--- src/rtl/scan_counter_pkg.sv ---
// Shared definitions for scan_hex_counter: seven-segment patterns,
// scanner state encoding and the all-off anode value.
// Segment vectors are [0:6] = a..g, active-low (0 lights a segment).
package scan_counter_pkg;

  // All eight anodes off (active-low).
  localparam logic [7:0] AN_OFF = 8'hFF;

  // Every segment dark.
  localparam logic [0:6] SEG_BLANK = 7'b1111111;

  // Hex glyphs 0..F, segment a in the leftmost literal bit.
  localparam logic [0:6] SEG_HEX [0:15] = '{
    7'b0000001,  // 0
    7'b1001111,  // 1
    7'b0010010,  // 2
    7'b0000110,  // 3
    7'b1001100,  // 4
    7'b0100100,  // 5
    7'b0100000,  // 6
    7'b0001111,  // 7
    7'b0000000,  // 8
    7'b0000100,  // 9
    7'b0001000,  // A
    7'b1100000,  // b
    7'b0110001,  // C
    7'b1000010,  // d
    7'b0110000,  // E
    7'b0111000   // F
  };

  // BLANK: nothing shown yet after reset; SCAN: digits being multiplexed.
  typedef enum logic {
    BLANK = 1'b0,
    SCAN  = 1'b1
  } scan_state_e;

  // Glyph lookup for a single nibble.
  function automatic logic [0:6] hex_glyph(input logic [3:0] nibble);
    return SEG_HEX[nibble];
  endfunction

endpackage

--- src/rtl/scan_hex_counter_decoder.sv ---
// hex7seg_decoder: purely combinational 4-bit to active-low a..g decode.
module hex7seg_decoder
  import scan_counter_pkg::*;
(
  input  logic [3:0] nibble_i,
  output logic [0:6] seg_o
);

  // Table lookup of the glyph for the selected nibble.
  always_comb begin
    seg_o = hex_glyph(nibble_i);
  end

endmodule

--- src/rtl/scan_hex_counter.sv ---
// scan_hex_counter: WIDTH-bit up/down counter with prescaled enable,
// synchronous load and terminal-count pulse, plus a time-multiplexed
// driver for WIDTH/4 seven-segment digits. Single clock, strobes only.
// Optional build macro LZ_BLANK_EN: blank digits above the most
// significant nonzero nibble (digit 0 is always shown).
module scan_hex_counter
  import scan_counter_pkg::*;
#(
  parameter int WIDTH    = 16,
  parameter int PRESCALE = 1,
  parameter int SCAN_DIV = 100000
) (
  input  logic             CLK100MHZ,
  input  logic             Clear,
  input  logic             Enable,
  input  logic             Up,
  input  logic             Load,
  input  logic [WIDTH-1:0] LoadValue,
  output logic [WIDTH-1:0] Qout,
  output logic             TC,
  output logic [0:6]       HEX0,
  output logic [7:0]       AN
);

  localparam int DIGITS = WIDTH / 4;
  localparam int PRE_W  = (PRESCALE > 1) ? $clog2(PRESCALE) : 1;
  localparam int SCAN_W = $clog2(SCAN_DIV);
  localparam int PTR_W  = 3;

  localparam logic [PRE_W-1:0]  PRE_LAST  = PRE_W'(PRESCALE - 1);
  localparam logic [SCAN_W-1:0] SCAN_LAST = SCAN_W'(SCAN_DIV - 1);
  localparam logic [PTR_W-1:0]  PTR_LAST  = PTR_W'(DIGITS - 1);

  // ---------------------------------------------------------------
  // Counter datapath
  // ---------------------------------------------------------------
  logic [PRE_W-1:0] pre_cnt_q, pre_cnt_d;
  logic [WIDTH-1:0] qout_q, qout_d;
  logic             tc_q, tc_d;
  logic             step;
  logic             wrap;

  // Next-state for prescaler and counter: Load beats step beats hold.
  always_comb begin
    step      = Enable && (pre_cnt_q == PRE_LAST);
    wrap      = Up ? (qout_q == {WIDTH{1'b1}}) : (qout_q == {WIDTH{1'b0}});
    pre_cnt_d = pre_cnt_q;
    qout_d    = qout_q;
    tc_d      = 1'b0;
    if (Load) begin
      qout_d    = LoadValue;
      pre_cnt_d = '0;
    end else if (Enable) begin
      if (step) begin
        pre_cnt_d = '0;
        qout_d    = Up ? (qout_q + 1'b1) : (qout_q - 1'b1);
        // TC is only raised by a step that wraps, never by a load.
        tc_d      = wrap;
      end else begin
        pre_cnt_d = pre_cnt_q + 1'b1;
      end
    end
  end

  // Counter, prescaler phase and terminal-count registers.
  always_ff @(posedge CLK100MHZ or posedge Clear) begin
    if (Clear) begin
      pre_cnt_q <= '0;
      qout_q    <= '0;
      tc_q      <= 1'b0;
    end else begin
      pre_cnt_q <= pre_cnt_d;
      qout_q    <= qout_d;
      tc_q      <= tc_d;
    end
  end

  // ---------------------------------------------------------------
  // Display scanner
  // ---------------------------------------------------------------
  logic [SCAN_W-1:0] scan_cnt_q;
  logic              slot_strobe;

  assign slot_strobe = (scan_cnt_q == SCAN_LAST);

  // Free-running slot timer; it keeps running regardless of counter activity.
  always_ff @(posedge CLK100MHZ or posedge Clear) begin
    if (Clear) begin
      scan_cnt_q <= '0;
    end else if (slot_strobe) begin
      scan_cnt_q <= '0;
    end else begin
      scan_cnt_q <= scan_cnt_q + 1'b1;
    end
  end

  scan_state_e      state_q;
  logic [PTR_W-1:0] ptr_q;
  logic [7:0]       an_q;
  logic [0:6]       hex_q;

  logic [PTR_W-1:0] ptr_adv;
  logic [31:0]      q_pad;
  logic [3:0]       nibble;
  logic [0:6]       seg_dec;
  logic             lead_zero;
  logic [7:0]       an_nxt;
  logic [0:6]       seg_nxt;

  // The pointer starts at the last digit so the first strobe lands on digit 0.
  assign ptr_adv = (ptr_q == PTR_LAST) ? '0 : (ptr_q + 1'b1);

  // Zero-extend so every pointer value indexes a legal nibble.
  assign q_pad  = 32'(qout_q);
  assign nibble = q_pad[{ptr_adv, 2'b00} +: 4];

  hex7seg_decoder u_dec (
    .nibble_i (nibble),
    .seg_o    (seg_dec)
  );

  // Glyph and anode pattern for the slot about to begin.
  always_comb begin
`ifdef LZ_BLANK_EN
    lead_zero = (ptr_adv != '0) && ((q_pad >> {ptr_adv, 2'b00}) == 32'd0);
`else
    lead_zero = 1'b0;
`endif
    an_nxt  = AN_OFF;
    seg_nxt = SEG_BLANK;
    if (!lead_zero) begin
      an_nxt[ptr_adv] = 1'b0;
      seg_nxt         = seg_dec;
    end
  end

  // Scanner FSM: sample, decode and latch one digit per slot strobe.
  always_ff @(posedge CLK100MHZ or posedge Clear) begin
    if (Clear) begin
      state_q <= BLANK;
      ptr_q   <= PTR_LAST;
      an_q    <= AN_OFF;
      hex_q   <= SEG_BLANK;
    end else begin
      unique case (state_q)
        BLANK: begin
          if (slot_strobe) begin
            state_q <= SCAN;
            ptr_q   <= ptr_adv;
            an_q    <= an_nxt;
            hex_q   <= seg_nxt;
          end
        end
        SCAN: begin
          // Outputs stay frozen for the whole slot; only strobes refresh them.
          if (slot_strobe) begin
            ptr_q <= ptr_adv;
            an_q  <= an_nxt;
            hex_q <= seg_nxt;
          end
        end
      endcase
    end
  end

  assign Qout = qout_q;
  assign TC   = tc_q;
  assign HEX0 = hex_q;
  assign AN   = an_q;

endmodule

--- config.mk ---
export PLATFORM = sky130hd
export DESIGN_NAME = scan_hex_counter
export DESIGN_NICKNAME = d
export VERILOG_FILES = /design/src/rtl/scan_counter_pkg.sv /design/src/rtl/scan_hex_counter_decoder.sv /design/src/rtl/scan_hex_counter.sv
export SDC_FILE = /design/constraint.sdc
export NUM_CORES = 1
export LEC_CHECK = 0
export BUFFER_PORTS_ARGS = -buffer_cell sky130_fd_sc_hd__buf_2
export CORE_ASPECT_RATIO = 1.75
export CORE_MARGIN = 2
export CORE_UTILIZATION = 52
export CTS_CLUSTER_DIAMETER = 60
export DETAILED_ROUTE_END_ITERATION = 7
export PLACE_DENSITY = 0.77
export SKIP_CTS_REPAIR_TIMING = 1
export SKIP_LAST_GASP = 1
export SYNTH_ARGS = -nofsm -noshare
export SYNTH_HDL_FRONTEND = slang
export SYNTH_HIERARCHICAL = 1
export SYNTH_SLANG_ARGS = --single-unit
export TNS_END_PERCENT = 20
--- constraint.sdc ---
create_clock -name CLK100MHZ -period 3.08 [get_ports CLK100MHZ]
set_input_delay 0.616 -clock CLK100MHZ [delete_from_list [all_inputs] [get_ports CLK100MHZ]]
set_output_delay 0.616 -clock CLK100MHZ [all_outputs]
set_load 0.01 [all_outputs]
==> metrics.cfg, run 1 <==
[clock_tree]
clk_pin_slew_ns = 0.07
clkLatencyLatePin_ns = 0.29
cts_buffer_depth = 2
cts-root-buf = clkbuf_16
cts_tree = yes
cts_made_buffers = 5
cts_sinks = 53
htreeDepth = 2

[critical_path]
critPathSlowestCell = dfstp_2
max_stage_delay_ns = 0.53
critPathBufInv = 3
critical_path_class = reg -> reg
end_kind = register
cp_data_arrival_time_ns = 3.05
crit_cells = 11
start_kind = register
crit_fanout = 8
crit_family = multiplexers
reg2reg_depth = 11
path_cells = ha_1 > nor2b_1 > nor2_1 > buf_4 > mux2i_1 > o21ai_0 > inv_1 > ha_1 > inv_1 > mux4_1 > mux2_2
required_ns = 3.30

[cells_and_area]
fillerInstances = 581
syn_to_final_growth_pct = 15.04
instances_no_fill = 520
drive_gt1_share_pct = 24.89
diodes = 0
fin_util_pct = 61.92
nNetsFinal = 482

[logic_synthesis]
synth_top_cells_by_area = dfrtp_1 (26%), dfstp_2 (13%), ha_1 (8.2%)
syn_area_per_cell_um2 = 9.336
synthFlopType = dfrtp_1
synth.net_count = 422
yosysWarnings = 6
synth_edf_count = 0
synth_cells = 377
synth_area_mm2 = 0.003520
synth.distinct_cells = 54
seq_area_frac_synth_pct = 38.29
async_reset_ff_share_pct = 100.0
synth_most_common_cell = dfrtp_1
synthTopCellsByCount = dfrtp_1 (36), nor2_1 (34), o21ai_0 (33), nand2_1 (31), ha_1 (23)
yosysTopAreaCell = dfrtp_1
ys_seq_elements = 53
synth_top_area_share_pct = 25.60

[global_route]
grt_overflow = 0
grt_pass1_vias = 3150
grt_start_max_net_pins = 37
antenna_found_initial = 0
grt_pass1_wl_mm = 14.31
track_usage_pct = 24.47

[drt]
firstDrtPassIters = 4
drc_errors = 0
vias = 3044
drt_iter0_markers = 165
postRouteAntennaNets = 0
drt_wl_total_mm = 8.516
drt-wirelength-per-cell_um = 16.38
routed_via_density = 5.854

[place]
portBuffers = 52
placed_cells = 512
place_congestion = 0.9266
hpwlAfterDp_mm = 6.493

[timing]
min_period_ns = 2.824
timing.hold.ws_ns = 0.3308
setup_viol = 0
finClkSkew_ns = 0.004492
final.setup.tns_ns = 0
max_slew.worst_pin.slew_ns = 0.8650
post-route-period-util_pct = 91.67
max-slew-margin-rel_pct = 42.34
slew_viol_final = 0
clock.fmax_ghz = 0.3542
hold_viol = 0
rsz0062_at_grt = false

[die]
num_rows = 39
initial_core_util_pct = 53.83
die_h_um = 112.8
ioPinCount = 53
dieWidth_um = 66.19
dieArea_mm2 = 0.007469
core_area_mm2 = 0.006539

[hold_path]
hp-class = in -> async

[outcome]
status = finished clean

[power_and_ir_drop]
ir_worst_vdd_v = 0.0002715
cellPowerDensity_mw_per_mm2 = 478.9
p_leak_nw = 1.880

[flow_run]
cap_viol_max_count = 0

power breakdown:
group	switching (mW)	internal [mW]
clock network	0.251	0.302
registers	0.0716	0.730
logic	0.319	0.266
total	0.641	1.30
through the flow:
stage                     total power, mW  cell area [µm²]  setup WS (ns)
after floorplan                     1.205             3520       0.009824
after global placement              1.377             3905         0.2738
after detailed placement            1.391             3905         0.2430
after CTS                           1.959             4049         0.2694
after global routing                2.058             4049        0.05495
final                               1.939             4049         0.2565
layout make-up:
type	instances	area (µm²)	share of cell area (%)
inverters	12	45.04	1.112
multi-input cells	296	2022	49.94
well taps	82	102.6	2.534
flip-flops and latches	53	1348	33.28
clock inverters	2	15.01	0.3708
clock buffers	6	128.9	3.183
repair buffers	69	387.9	9.580
layout by cell type, fill, tap and decap left out, drive strengths merged, types with 5 or more instances in the layout:
master,count
a21oi,20
inv,12
xnor2,12
ha,23
nand4,5
dfrtp,36
nor2b,9
a21o,6
mux2i,12
nor2,34
clkbuf,6
xor2,12
nor3,12
o21a,6
o21ai,35
dfstp,17
buf,69
nand3,11
mux2,10
nor4,5
nand2,31
or3,6
layer usage:
metal	part of all wire [%]	vias to the layer above	routed length [µm]	track usage [%]
met5	0	-	0	0
li1	-	1481	-	-
met4	2.3	0	199	10.61
met1	39	1472	3282	27.21
met2	56	78	4751	45.27
met3	3.3	13	283	2.684
cell families (layout without fill, tap and decap cells):
group                      Yosys count  count (layout)  synth area share, %
AOI/OAI and AO/OA                   95              95                17.17
DFF                                 53              53                38.29
muxes                               23              23                7.359
adders and majority gates           24              24                8.745
xor gates and xnor gates            24              24                5.972
buffers and inverters               28              89                4.266
and+or+nand+nor                    130             130                18.20
worst reg2reg max path, stage by stage, from the launching register on:
cell and delay [ns]:
dfstp_2 0.53, ha_1 0.15, nor2b_1 0.17, nor2_1 0.11, buf_4 0.19, mux2i_1 0.12
o21ai_0 0.22, inv_1 0.15, ha_1 0.33, inv_1 0.04, mux4_1 0.48, mux2_2 0.27
final timing paths:
| kind | endpoint | slack (ns) | startpoint |
|---|---|---|---|
| worst max-delay path | HEX0[3] | 0.26 | ptr_q[0] |
| worst min-delay path | ptr_q[2] | 0.33 | Clear |
| worst max register to register | HEX0[3] | 0.26 | ptr_q[0] |
| worst min register to register | AN[0] | 0.46 | AN[0] |
| max in group asynchronous | AN[5] | 1.94 | Clear |
| min in group CLK100MHZ | AN[0] | 0.46 | AN[0] |
sequential cells by signal (all words and copies together) (netlist names):
name,count
Qout,16
scan_cnt_q,17
AN,8
TC,1
HEX0,7
ptr_q,3
pre_cnt_q,1
Power figures use the tool's default switching activity.
==> inputs of run 2 (changes only) <==
--- a/config.mk
+++ b/config.mk
@@ -8,10 +8,9 @@
 export BUFFER_PORTS_ARGS = -buffer_cell sky130_fd_sc_hd__buf_2
 export CORE_ASPECT_RATIO = 1.75
 export CORE_MARGIN = 2
-export CORE_UTILIZATION = 52
-export CTS_CLUSTER_DIAMETER = 60
+export CORE_UTILIZATION = 45
 export DETAILED_ROUTE_END_ITERATION = 7
-export PLACE_DENSITY = 0.77
+export PLACE_DENSITY = 0.65
 export SKIP_CTS_REPAIR_TIMING = 1
 export SKIP_LAST_GASP = 1
 export SYNTH_ARGS = -nofsm -noshare
==> constraint.sdc (replaced) <==
create_clock -name CLK100MHZ -period 3.4 [get_ports CLK100MHZ]
set_input_delay 0.68 -clock CLK100MHZ [delete_from_list [all_inputs] [get_ports CLK100MHZ]]
set_output_delay 0.68 -clock CLK100MHZ [all_outputs]
set_load 0.01 [all_outputs]
==> run 2 against run 1 <==
Routed wire length is 0.56% lower. Sequential power is 9.7% lower. Sequential share of layout area is 0.36 points higher. Design area is 1.1% lower. Core utilization is 9.0 points lower. Via count is 2.2% lower. Largest power group unchanged.
==> metrics.cfg, run 2 (synthesis gave the netlist of run 1 again) <==
[cells_and_area]
syn_to_final_growth_pct = 13.79
layout_commonest_cell = buf_2
diodes = 0  ; unchanged
drive_gt1_share_pct = 23.54  ; -1.3 points
top_register = scan_cnt_q
fin_util_pct = 52.93  ; -9.0 points
nNetsFinal = 473  ; -1.9%
largest_reg_flops = 17  ; unchanged
stdcell_area_mm2 = 0.004005  ; -1.1%
layout_common_cells = buf_2 (52), dfrtp_1 (36), nor2_1 (34), o21ai_0 (33), nand2_1 (31)

[timing]
max-slew-margin-rel_pct = 44.18  ; +1.8 points
final.setup.tns_ns = 0  ; unchanged
max_slew.worst_pin.slew_ns = 0.8373  ; -0.02768 ns
timing.hold.ws_ns = 0.4079  ; +0.07713 ns
setup_viol = 0  ; unchanged
rsz0062_at_grt = false
hold_viol = 0  ; unchanged
clock.fmax_ghz = 0.3230  ; -8.8%
slew_viol_final = 0  ; unchanged
setup_ws_ns = 0.3045  ; +0.04801 ns
post-route-period-util_pct = 91.04  ; -0.63 points
min_period_ns = 3.096  ; +0.2720 ns
finClkSkew_ns = 0.009544  ; +0.005052 ns

[global_route]
busiest_layer = met2
track_usage_pct = 20.91  ; -3.6 points
grt_pass1_wl_mm = 14.28  ; -0.24%
grt_util_met3_pct = 2.409  ; -0.28 points
grt_pass1_vias = 3017  ; -4.2%
grt_overflow = 0  ; unchanged
grtUsageMet1_pct = 22.23  ; -5.0 points
grt_start_max_net_pins = 37  ; unchanged
antenna_found_initial = 0  ; unchanged
met2_usage_pct = 40.48  ; -4.8 points

[die]
ioPinCount = 53  ; unchanged
dieWidth_um = 70.86  ; +7.0%
core_area_mm2 = 0.007567  ; +16%
initial_core_util_pct = 46.51  ; -7.3 points
dieArea_mm2 = 0.008573  ; +15%
num_rows = 42  ; +7.7%
die_h_um = 121.0  ; +7.2%

[place]
portBuffers = 52  ; unchanged
hpwlAfterDp_mm = 6.237  ; -3.9%
place_area_mm2 = 0.003857  ; -1.2%
place_congestion = 0.9086  ; -1.9%
pre_cts_slack_ns = 0.2282  ; -0.01481 ns

[critical_path]
crit_fanout = 5  ; -3
path_cells = ha_1 > nor2b_1 > nor2_1 > mux2i_1 > o21ai_0 > inv_1 > ha_1 > inv_1 > mux4_1 > mux2_2
critPathBufInv = 2  ; -1
reg2reg_depth = 10  ; -1
max_stage_delay_ns = 0.54  ; about the same
crit_family = multiplexers
start_kind = register
required_ns = 3.62  ; +0.32 ns
crit_cells = 10  ; -1
critical_path_class = reg -> reg
critPathSlowestCell = dfstp_2
end_kind = register
cp_data_arrival_time_ns = 3.32  ; +0.27 ns

[drt]
drt-wirelength-per-cell_um = 16.38  ; about the same
firstDrtPassIters = 4  ; unchanged
routed_via_density = 5.758  ; -1.6%
vias = 2977  ; -2.2%
postRouteAntennaNets = 0  ; unchanged
drc_errors = 0  ; unchanged
drt_wl_total_mm = 8.468  ; -0.56%
drt_iter0_markers = 138  ; -16%

[clock_tree]
cts_buffer_depth = 2  ; unchanged
clkLatencyLatePin_ns = 0.30  ; about the same
htreeDepth = 2  ; unchanged
cts_tree = yes
clk_pin_slew_ns = 0.07  ; about the same
cts-root-buf = clkbuf_16
cts_sinks = 53  ; unchanged
cts_made_buffers = 5  ; unchanged

[hold_path]
hp-class = in -> async

[power_and_ir_drop]
p_leak_nw = 1.850  ; -1.6%
ir_worst_vdd_v = 0.0003487  ; +28%
cellPowerDensity_mw_per_mm2 = 438.8  ; -8.4%

[flow_run]
cap_viol_max_count = 0  ; unchanged

[outcome]
status = finished clean

run 2: changes by cell type in the layout (fill, tap and decap cells not counted), sizes merged:
cell and change:
clkinv +3, clkbuf -1, buf -9, clkinvlp -2
run 2: area by class of cell:
class                      instances  area, µm²
fill                             714       3562
multi-input combinational        296       2022
sequential                        53       1348
timing repair buffer              60      332.8
clock buffer                       5      125.1
tap                               88      110.1
inverter                          12      45.04
clock inverter                     3      22.52
run 2: path summary, 6_finish.rpt:
path | startpoint | endpoint | slack, ns
max in group asynchronous | Clear | ptr_q[0] | 2.17
worst min-delay path | Clear | Qout[3] | 0.41
worst max register to register | ptr_q[0] | HEX0[3] | 0.30
worst min register to register | AN[0] | AN[0] | 0.49
min in group CLK100MHZ | AN[0] | AN[0] | 0.49
worst max-delay path | ptr_q[0] | HEX0[3] | 0.30
run 2: power breakdown:
part | switching [mW] | total (mW) | internal [mW]
registers | 0.0636 | 0.724 | 0.661
logic | 0.282 | 0.507 | 0.225
clock network | 0.251 | 0.526 | 0.275
total | 0.596 | 1.76 | 1.16
run 2: layer usage:
layer	wire, µm	share of wire [%]	vias up
met5	0	0	-
met4	180	2.1	0
met3	216	2.6	12
met2	4691	55	63
met1	3379	40	1437
li1	-	-	1465
run 2: metrics by stage:
stage / instances / total power, mW
after floorplan: 377 / 1.091
after global placement: 509 / 1.231
after detailed placement: 509 / 1.239
after CTS: 517 / 1.768
after global routing: 517 / 1.864
final: 517 / 1.757
==> inputs of run 3 (changes only) <==
--- a/config.mk
+++ b/config.mk
@@ -11,6 +11,7 @@
 export CORE_UTILIZATION = 45
 export DETAILED_ROUTE_END_ITERATION = 7
 export PLACE_DENSITY = 0.65
+export RECOVER_POWER = 25
 export SKIP_CTS_REPAIR_TIMING = 1
 export SKIP_LAST_GASP = 1
 export SYNTH_ARGS = -nofsm -noshare
==> run 3 against run 2 <==
The flow now finishes with violations (max-capacitance violations, max-slew violations). Worst setup slack gained 0.0010 ns. Critical path depth is the same. Clock skew is essentially flat. Sequential share of layout area is essentially flat.
==> metrics.cfg, run 3 (synthesis gave the netlist of run 1 again) <==
[critical_path]
path_cells = ha_1 > nor2b_1 > nor2_1 > mux2i_1 > o21ai_0 > inv_1 > ha_1 > inv_1 > mux4_1 > mux2_2
end_kind = register
critical_path_class = reg -> reg
rrSetupSlack_ns = 0.31  ; about the same
crit_fanout = 5  ; unchanged
max_stage_delay_ns = 0.54  ; about the same
critPathBufInv = 2  ; unchanged
start_kind = register
crit_family = multiplexers
cp_data_arrival_time_ns = 3.32  ; about the same
critPathSlowestCell = dfstp_2
required_ns = 3.62  ; about the same

[clock_tree]
clk_pin_slew_ns = 0.07  ; about the same
cts_made_buffers = 5  ; unchanged
cts-root-buf = clkbuf_16
htreeDepth = 2  ; unchanged
cts_tree = yes
clkLatencyLatePin_ns = 0.30  ; about the same
cts_buffer_depth = 2  ; unchanged
cts_sinks = 53  ; unchanged

[die]
dieWidth_um = 70.86  ; unchanged
core_area_mm2 = 0.007567  ; unchanged
num_rows = 42  ; unchanged
dieArea_mm2 = 0.008573  ; unchanged
ioPinCount = 53  ; unchanged
die_h_um = 121.0  ; unchanged
initial_core_util_pct = 46.51  ; unchanged

[cells_and_area]
stdcell_area_mm2 = 0.004000  ; -0.12%
top_register = scan_cnt_q
diodes = 0  ; unchanged
largest_reg_flops = 17  ; unchanged
nNetsFinal = 473  ; unchanged
layout_common_cells = buf_2 (51), dfrtp_1 (36), nor2_1 (34), o21ai_0 (33), nand2_1 (31)
fin_util_pct = 52.86  ; -0.066 points
drive_gt1_share_pct = 22.84  ; -0.70 points
syn_to_final_growth_pct = 13.65
instances_no_fill = 517  ; unchanged
layout_commonest_cell = buf_2

[power_and_ir_drop]
ir_worst_vdd_v = 0.0003479  ; -0.24%
cellPowerDensity_mw_per_mm2 = 439.2  ; about the same
p_leak_nw = 1.844  ; -0.29%
p_total_mw = 1.757  ; about the same

[timing]
clock.fmax_ghz = 0.3232  ; about the same
finClkSkew_ns = 0.009570  ; +0.00002628 ns
slew_viol_final = 32  ; +32
max_slew.worst_pin.slew_ns = 1.614  ; +0.7766 ns
hold_viol = 0  ; unchanged
post-route-period-util_pct = 91.01  ; about the same
max-slew-margin-rel_pct = -7.593  ; -52 points
final.setup.tns_ns = 0  ; unchanged
rsz0062_at_grt = false
setup_viol = 0  ; unchanged
min_period_ns = 3.094  ; -0.001007 ns

[global_route]
grt_pass1_vias = 3017  ; unchanged
grt_start_max_net_pins = 37  ; unchanged
grt_pass1_wl_mm = 14.28  ; unchanged
grt_overflow = 0  ; unchanged
track_usage_pct = 20.91  ; unchanged
antenna_found_initial = 0  ; unchanged

[place]
placed_cells = 509  ; unchanged
portBuffers = 52  ; unchanged
place_congestion = 0.9086  ; unchanged
hpwlAfterDp_mm = 6.237  ; unchanged
place_area_mm2 = 0.003857  ; unchanged

[drt]
routed_via_density = 5.783  ; +0.44%
drc_errors = 0  ; unchanged
vias = 2990  ; +0.44%
firstDrtPassIters = 4  ; unchanged
drt-wirelength-per-cell_um = 16.35  ; -0.15%
drt_iter0_markers = 138  ; unchanged
postRouteAntennaNets = 0  ; unchanged
drt_wl_total_mm = 8.455  ; -0.15%

[hold_path]
hp-class = reg -> reg

[flow_run]
cap_viol_max_count = 1  ; +1

[outcome]
status = finished with violations
violations = max-capacitance violations, max-slew violations

==> run 3: final cells by class <==
class / count / area [µm²]
clock buffers: 5 / 125.1
repair buffers: 60 / 327.8
multi-input cells: 296 / 2022
fillers: 715 / 3567
well taps: 88 / 110.1
clock inverters: 3 / 22.52
inverters: 12 / 45.04
flip-flops and latches: 53 / 1348
==> run 3: worst register-to-register path, delay by kind of cell, from the launching register on <==
family	cells	cell delay (ns)
simple gates	2	0.28
compound gates	1	0.47
buf+inv	2	0.27
mux	3	0.87
flops	1	0.54
fa+ha+maj	2	0.59
==> run 3: per-layer routing <==
metal / GRT usage, % / part of all wire [%] / up-vias
met4: 8.491 / 2.1 / 0
met5: 0 / 0 / -
li1: - / - / 1465
met3: 2.409 / 2.5 / 12
met2: 40.48 / 56 / 59
met1: 22.23 / 40 / 1454
==> run 3: path summary, 6_finish.rpt <==
path / from / to / cells past startpoint
max in group asynchronous: Clear / Qout[15] / 3
max: ptr_q[0] / HEX0[3] / 10
min: AN[0] / AN[0] / 2
min reg2reg: AN[0] / AN[0] / 2
min in group asynchronous: Clear / Qout[3] / 2
max reg2reg: ptr_q[0] / HEX0[3] / 10
==> run 3: power by group <==
part	total (mW)	internal (mW)	switching [mW]
Sequential	0.724	0.661	0.0636
Clock	0.526	0.275	0.251
Combinational	0.507	0.225	0.282
==> run 3: through the flow <==
| stage | hold WS, ns | worst slack, ns |
|---|---|---|
| after global routing | 0.5207 | 0.03294 |
| after detailed placement | 0.4845 | 0.2282 |
| after global placement | 0.4688 | 0.2798 |
| after floorplan | 0.4461 | 0.3298 |
| after CTS | 0.4298 | 0.2712 |
| final | 0.4941 | 0.3055 |
